[src/rtl/dff_ram_master.sv]
// Burst initiator for a dff_ram port: turns valid/ready read/write burst commands
// into one RAM beat per cycle and streams read data back through a 2-entry buffer.
module dff_ram_master #(
  parameter int ADDR_W = 2,
  parameter int DATA_W = 72,
  parameter int LEN_W  = 2
) (
  input  logic              clk,
  input  logic              rst_n,
  input  logic              cmd_valid,
  output logic              cmd_ready,
  input  logic              cmd_wr,
  input  logic [ADDR_W-1:0] cmd_addr,
  input  logic [LEN_W-1:0]  cmd_len,
  input  logic              wdata_valid,
  output logic              wdata_ready,
  input  logic [DATA_W-1:0] wdata,
  output logic              rdata_valid,
  input  logic              rdata_ready,
  output logic [DATA_W-1:0] rdata,
  output logic              rdata_last,
  output logic              busy,
  output logic              ram_enb,
  output logic              ram_wr,
  output logic [ADDR_W-1:0] ram_addr,
  output logic [DATA_W-1:0] ram_data,
  input  logic [DATA_W-1:0] ram_rdata
);

  typedef enum logic [1:0] {
    IDLE  = 2'd0,
    WRITE = 2'd1,
    READ  = 2'd2
  } state_e;

  state_e state_q, state_d;

  logic [ADDR_W-1:0] cur_addr_q, cur_addr_d;
  logic [LEN_W-1:0]  remaining_q, remaining_d;
  logic              inflight_q, inflight_d;
  logic              inflight_last_q, inflight_last_d;

  logic [DATA_W-1:0] fifo_data_q [2];
  logic              fifo_last_q [2];
  logic              rd_ptr_q, rd_ptr_d;
  logic              wr_ptr_q, wr_ptr_d;
  logic [1:0]        count_q, count_d;

  logic       cmd_fire;
  logic       write_issue;
  logic       read_issue;
  logic       beat_issue;
  logic       last_beat;
  logic       push;
  logic       pop;
  logic [1:0] occupancy;
  logic       rd_room;

  assign cmd_fire    = cmd_valid & cmd_ready;
  assign last_beat   = (remaining_q == '0);
  assign push        = rst_n & inflight_q;
  assign pop         = rdata_valid & rdata_ready;

  // A read may issue only if its data is guaranteed a FIFO slot when it returns.
  assign occupancy   = count_q + 2'(inflight_q) - 2'(pop);
  assign rd_room     = (occupancy < 2'd2);

  assign beat_issue  = write_issue | read_issue;

  // State register
  always_ff @(posedge clk) begin
    if (!rst_n) begin
      state_q <= IDLE;
    end else begin
      state_q <= state_d;
    end
  end

  // Next-state logic
  always_comb begin
    state_d = state_q;
    case (state_q)
      IDLE: begin
        if (cmd_fire) begin
          state_d = cmd_wr ? WRITE : READ;
        end
      end
      WRITE, READ: begin
        if (beat_issue && last_beat) begin
          state_d = IDLE;
        end
      end
      default: state_d = IDLE;
    endcase
  end

  // Outputs decoded from state; everything is forced quiet while reset is held.
  always_comb begin
    cmd_ready   = 1'b0;
    wdata_ready = 1'b0;
    write_issue = 1'b0;
    read_issue  = 1'b0;
    ram_wr      = 1'b0;
    if (rst_n) begin
      case (state_q)
        IDLE:  cmd_ready = 1'b1;
        WRITE: begin
          wdata_ready = 1'b1;
          ram_wr      = 1'b1;
          write_issue = wdata_valid;
        end
        READ:  read_issue = rd_room;
        default: ;
      endcase
    end
  end

  assign ram_enb  = beat_issue;
  assign ram_addr = cur_addr_q;
  assign ram_data = wdata;

  always_comb begin
    cur_addr_d      = cur_addr_q;
    remaining_d     = remaining_q;
    inflight_d      = read_issue;
    inflight_last_d = last_beat;
    if (cmd_fire) begin
      cur_addr_d  = cmd_addr;
      remaining_d = cmd_len;
    end else if (beat_issue) begin
      cur_addr_d  = cur_addr_q + 1'b1;
      remaining_d = remaining_q - 1'b1;
    end
  end

  always_comb begin
    rd_ptr_d = rd_ptr_q;
    wr_ptr_d = wr_ptr_q;
    count_d  = count_q;
    if (push) begin
      wr_ptr_d = ~wr_ptr_q;
    end
    if (pop) begin
      rd_ptr_d = ~rd_ptr_q;
    end
    case ({push, pop})
      2'b10:   count_d = count_q + 2'd1;
      2'b01:   count_d = count_q - 2'd1;
      default: count_d = count_q;
    endcase
  end

  always_ff @(posedge clk) begin
    if (!rst_n) begin
      cur_addr_q      <= '0;
      remaining_q     <= '0;
      inflight_q      <= 1'b0;
      inflight_last_q <= 1'b0;
      rd_ptr_q        <= 1'b0;
      wr_ptr_q        <= 1'b0;
      count_q         <= 2'd0;
    end else begin
      cur_addr_q      <= cur_addr_d;
      remaining_q     <= remaining_d;
      inflight_q      <= inflight_d;
      inflight_last_q <= inflight_last_d;
      rd_ptr_q        <= rd_ptr_d;
      wr_ptr_q        <= wr_ptr_d;
      count_q         <= count_d;
    end
  end

  // Storage needs no reset; validity is carried by count_q.
  always_ff @(posedge clk) begin
    if (push) begin
      fifo_data_q[wr_ptr_q] <= ram_rdata;
      fifo_last_q[wr_ptr_q] <= inflight_last_q;
    end
  end

  assign rdata_valid = rst_n & (count_q != 2'd0);
  assign rdata       = fifo_data_q[rd_ptr_q];
  assign rdata_last  = rdata_valid & fifo_last_q[rd_ptr_q];
  assign busy        = rst_n & ((state_q != IDLE) | inflight_q | (count_q != 2'd0));

endmodule

[config.mk]
export PLATFORM = sky130hd
export DESIGN_NAME = dff_ram_master
export DESIGN_NICKNAME = d
export VERILOG_FILES = /design/src/rtl/dff_ram_master.sv
export SDC_FILE = /design/constraint.sdc
export NUM_CORES = 1
export LEC_CHECK = 0
export CAP_MARGIN = 10
export CORE_ASPECT_RATIO = 1.25
export CORE_UTILIZATION = 45
export DETAILED_ROUTE_END_ITERATION = 8
export MAX_ROUTING_LAYER = met4
export PLACE_DENSITY = 0.95
export SLEW_MARGIN = 20
export SYNTH_ARGS = -nofsm -noshare
export SYNTH_HDL_FRONTEND = slang
export SYNTH_SLANG_ARGS = --single-unit
[constraint.sdc]
create_clock -name clk -period 11.4 [get_ports clk]
set_input_delay 1.14 -clock clk [delete_from_list [all_inputs] [get_ports clk]]
set_output_delay 1.14 -clock clk [all_outputs]
set_load 0.05 [all_outputs]
==> results_dict.tcl <==
set metrics [dict create \
    power_density_nw_per_um2 181 \
    finalNetCount 641 \
    post-route-util_pct 58.6 \
    dieArea_um2 15100 \
    drive_gt1_share_pct 23.4 \
    critPathMaxStageDelay_ns 0.87 \
    grt_pass1_vias 3572 \
    cts_tree "yes" \
    first_pass_iters 6 \
    drt-vias-per-instance 5.09 \
    yosysTopAreaCell "edfxtp_1" \
    cp.required_ns 10.26 \
    coreArea_um2 14300 \
    synth_top_area_share_pct 66.8 \
    combPwrFrac_pct 19.2 \
    worstHoldPathType "flop to flop" \
    ir_drop_v 0.000108 \
    synthesis.nets 543 \
    synth-seq-cells 159 \
    syn_area_um2 6570 \
    power_frac_clock_pct 35.5 \
    post_cts_buffers 0 \
    hpwlAfterDp_um 10300 \
    power_frac_seq_pct 45.4 \
    grt_max_degree 74 \
    area_growth_pct 28.0 \
    cts.htree.levels 4 \
    clk_pin_slew_worst_paths_ns 0.07 \
    initial_core_util_pct 45.8 \
    arrival_ns 3.47 \
    fin_skew_ns 0.00761 \
    numPortBuffers 162 \
    p_int_uw 1080 \
    drc 0 \
    ys_top_cells_by_area "edfxtp_1, mux2_2, buf_4" \
    path_class "input port to output port" \
    switchingPower_uw 436 \
    clock_latency_ns 0.40 \
    power.leakage_uw 0.00279 \
    end_kind "output port" \
    async_reset_ff_share_pct 0 \
    multi_input_area_um2 1300 \
    register_area_um2 4650 \
    outcome "complete, no violations" \
    crit_fanout 22 \
    cp_top_family "buffers and inverters" \
    syn_area_per_cell_um2 17.1 \
    yosysSeqAreaShare_pct 70.7 \
    wl_per_cell_um 21.4 \
    clk_path_buf_depth 2 \
    cp-start-kind "input port" \
    numCtsBuffers 17 \
    antenna_found_initial 3 \
    track_usage_pct 19.6 \
    fin_crit_sh_pct 40.4 \
    grt_pass1_wl_um 20100 \
    cp_common_cell "clkdlybuf4s50_1" \
    place_area_um2 7820 \
    rsz0062_at_grt "no" \
    synth_edf_count 146 \
    gp_congestion 0.808 \
    yosysUniqueCellTypes 40 \
    setup_tns_ns 0 \
    fin_crit_ns 4.61 \
    crit_buf_inv 2 \
    cap_violations 0 \
    setup_viol 0 \
    relSlewSlack_pct 29.3 \
    clock_sinks 159 \
    p_sw_share_pct 28.8 \
    totalWireLength_um 14500 \
    fmax_mhz 217 \
    worst_pin_slew_ns 1.06 \
    num_vias 3445 \
    syn_inst 385 \
    drt_iter0_markers 192 \
    clockRootBuffer "clkbuf_16" \
    yosysWarnings 0 \
    fp-row-count 49 \
    hold_viol_final 0 \
    synthFlopType "edfxtp_1" \
    cts_hold_repair.buffers 0 \
    final_area_um2 8400 \
    holdWs_ns 0.443 \
    fillerInstances 1091 \
    crit_chain "clkdlybuf4s50_1, nand2_1, a21o_1, o21ai_4, clkdlybuf4s50_1" \
    crit_slowest_cell "clkdlybuf4s50_1" \
    dieHeight_um 137 \
    overflow 0 \
    ant_nets 0 \
    cts.repair.resized 0 \
    num_io_pins 307 \
    finalMaxSlewViolations 0 \
    chipWidth_um 110 \
]
through the flow:
stage | worst slack (ns) | power (uW) | cells
after detailed placement | 6.80 | 993 | 642
after CTS | 6.80 | 1530 | 674
after global routing | 6.60 | 1570 | 677
after global placement | 6.87 | 983 | 642
after floorplan | 6.28 | 956 | 385
final | 6.79 | 1520 | 677
metal layers:
layer	share of wire, %	up-vias	global-route usage (%)
met5	0	-	-
met1	30	1664	16.5
li1	-	1552	-
met3	14	54	13.0
met2	51	175	31.8
met4	4.5	0	11.0
synthesized netlist by cell type (all sizes together), types with 4 or more instances:
cell    number
inv          5
edfxtp     146
dfxtp       13
nand2       14
buf         82
ha           4
mux2i        5
o21ai        4
mux2        72
and2         7
cells in the final DEF, fill, tap and decap left out, types with 2 or more instances in the layout:
master             n
xnor2_1            2
and2_1             7
inv_6              3
inv_1              5
nand2b_1           3
clkdlybuf4s50_1  162
mux2_2            72
ha_1               4
nand2_1           14
edfxtp_1         146
dfxtp_1           12
mux2i_1            5
nand3_1            2
clkbuf_16         17
o211ai_1           2
inv_8              6
clkinvlp_4         3
nor2b_1            2
diode_2            3
worst reg2reg max path: stages (launching register included):
cell     delay, ns
dfxtp_1       0.50
nand2_1       0.16
nor2_4        0.12
buf_4         0.75
path summary, 6_finish.rpt:
path,slack [ns],start,endpoint,cells after the start
setup / recovery,6.79,rst_n,ram_enb,5
hold / removal,0.44,inflight_last_q,fifo_last_q[0],0
setup reg to reg,9.43,inflight_q,fifo_data_q[0][16],3
hold reg to reg,0.44,inflight_last_q,fifo_last_q[0],0
layout make-up:
type	instances	area share, %
flip-flops and latches	159	55.3
repair buffers	163	19.4
multi-input cells	137	15.5
clock buffers	17	5.06
well taps	178	2.65
clock inverters	15	1.73
inverters	5	0.223
diodes	3	0.0894
power by group through the flow:
stage               Clock (uW)  Combinational, uW  Sequential (uW)
floorplan                    0                256              700
global placement             0                285              699
detailed placement           0                291              701
CTS                        551                293              689
global route               577                306              691
finish                     538                291              688
registers in the layout, indices dropped and copies added (netlist names), 2 cells and up, named ones only:
register / count
fifo_data_q: 144
state_q: 2
count_q: 2
fifo_last_q: 2
ram_addr: 2
remaining_q: 2
logic make-up (layout without fill, tap and decap cells):
kind of cell | Yosys count | count (layout) | synth area share [%]
AO/OA/AOI/OAI | 13 | 13 | 1.89
XOR/XNOR | 3 | 3 | 0.400
adder cells (fa/ha/maj) | 4 | 4 | 0.762
buffers and inverters | 89 | 200 | 9.57
flip-flops | 159 | 159 | 70.7
multiplexers | 77 | 77 | 13.1
other | 0 | 3 | 0
AND/OR/NAND/NOR | 40 | 40 | 3.53
Note: power is estimated with default switching activity, not from simulation.
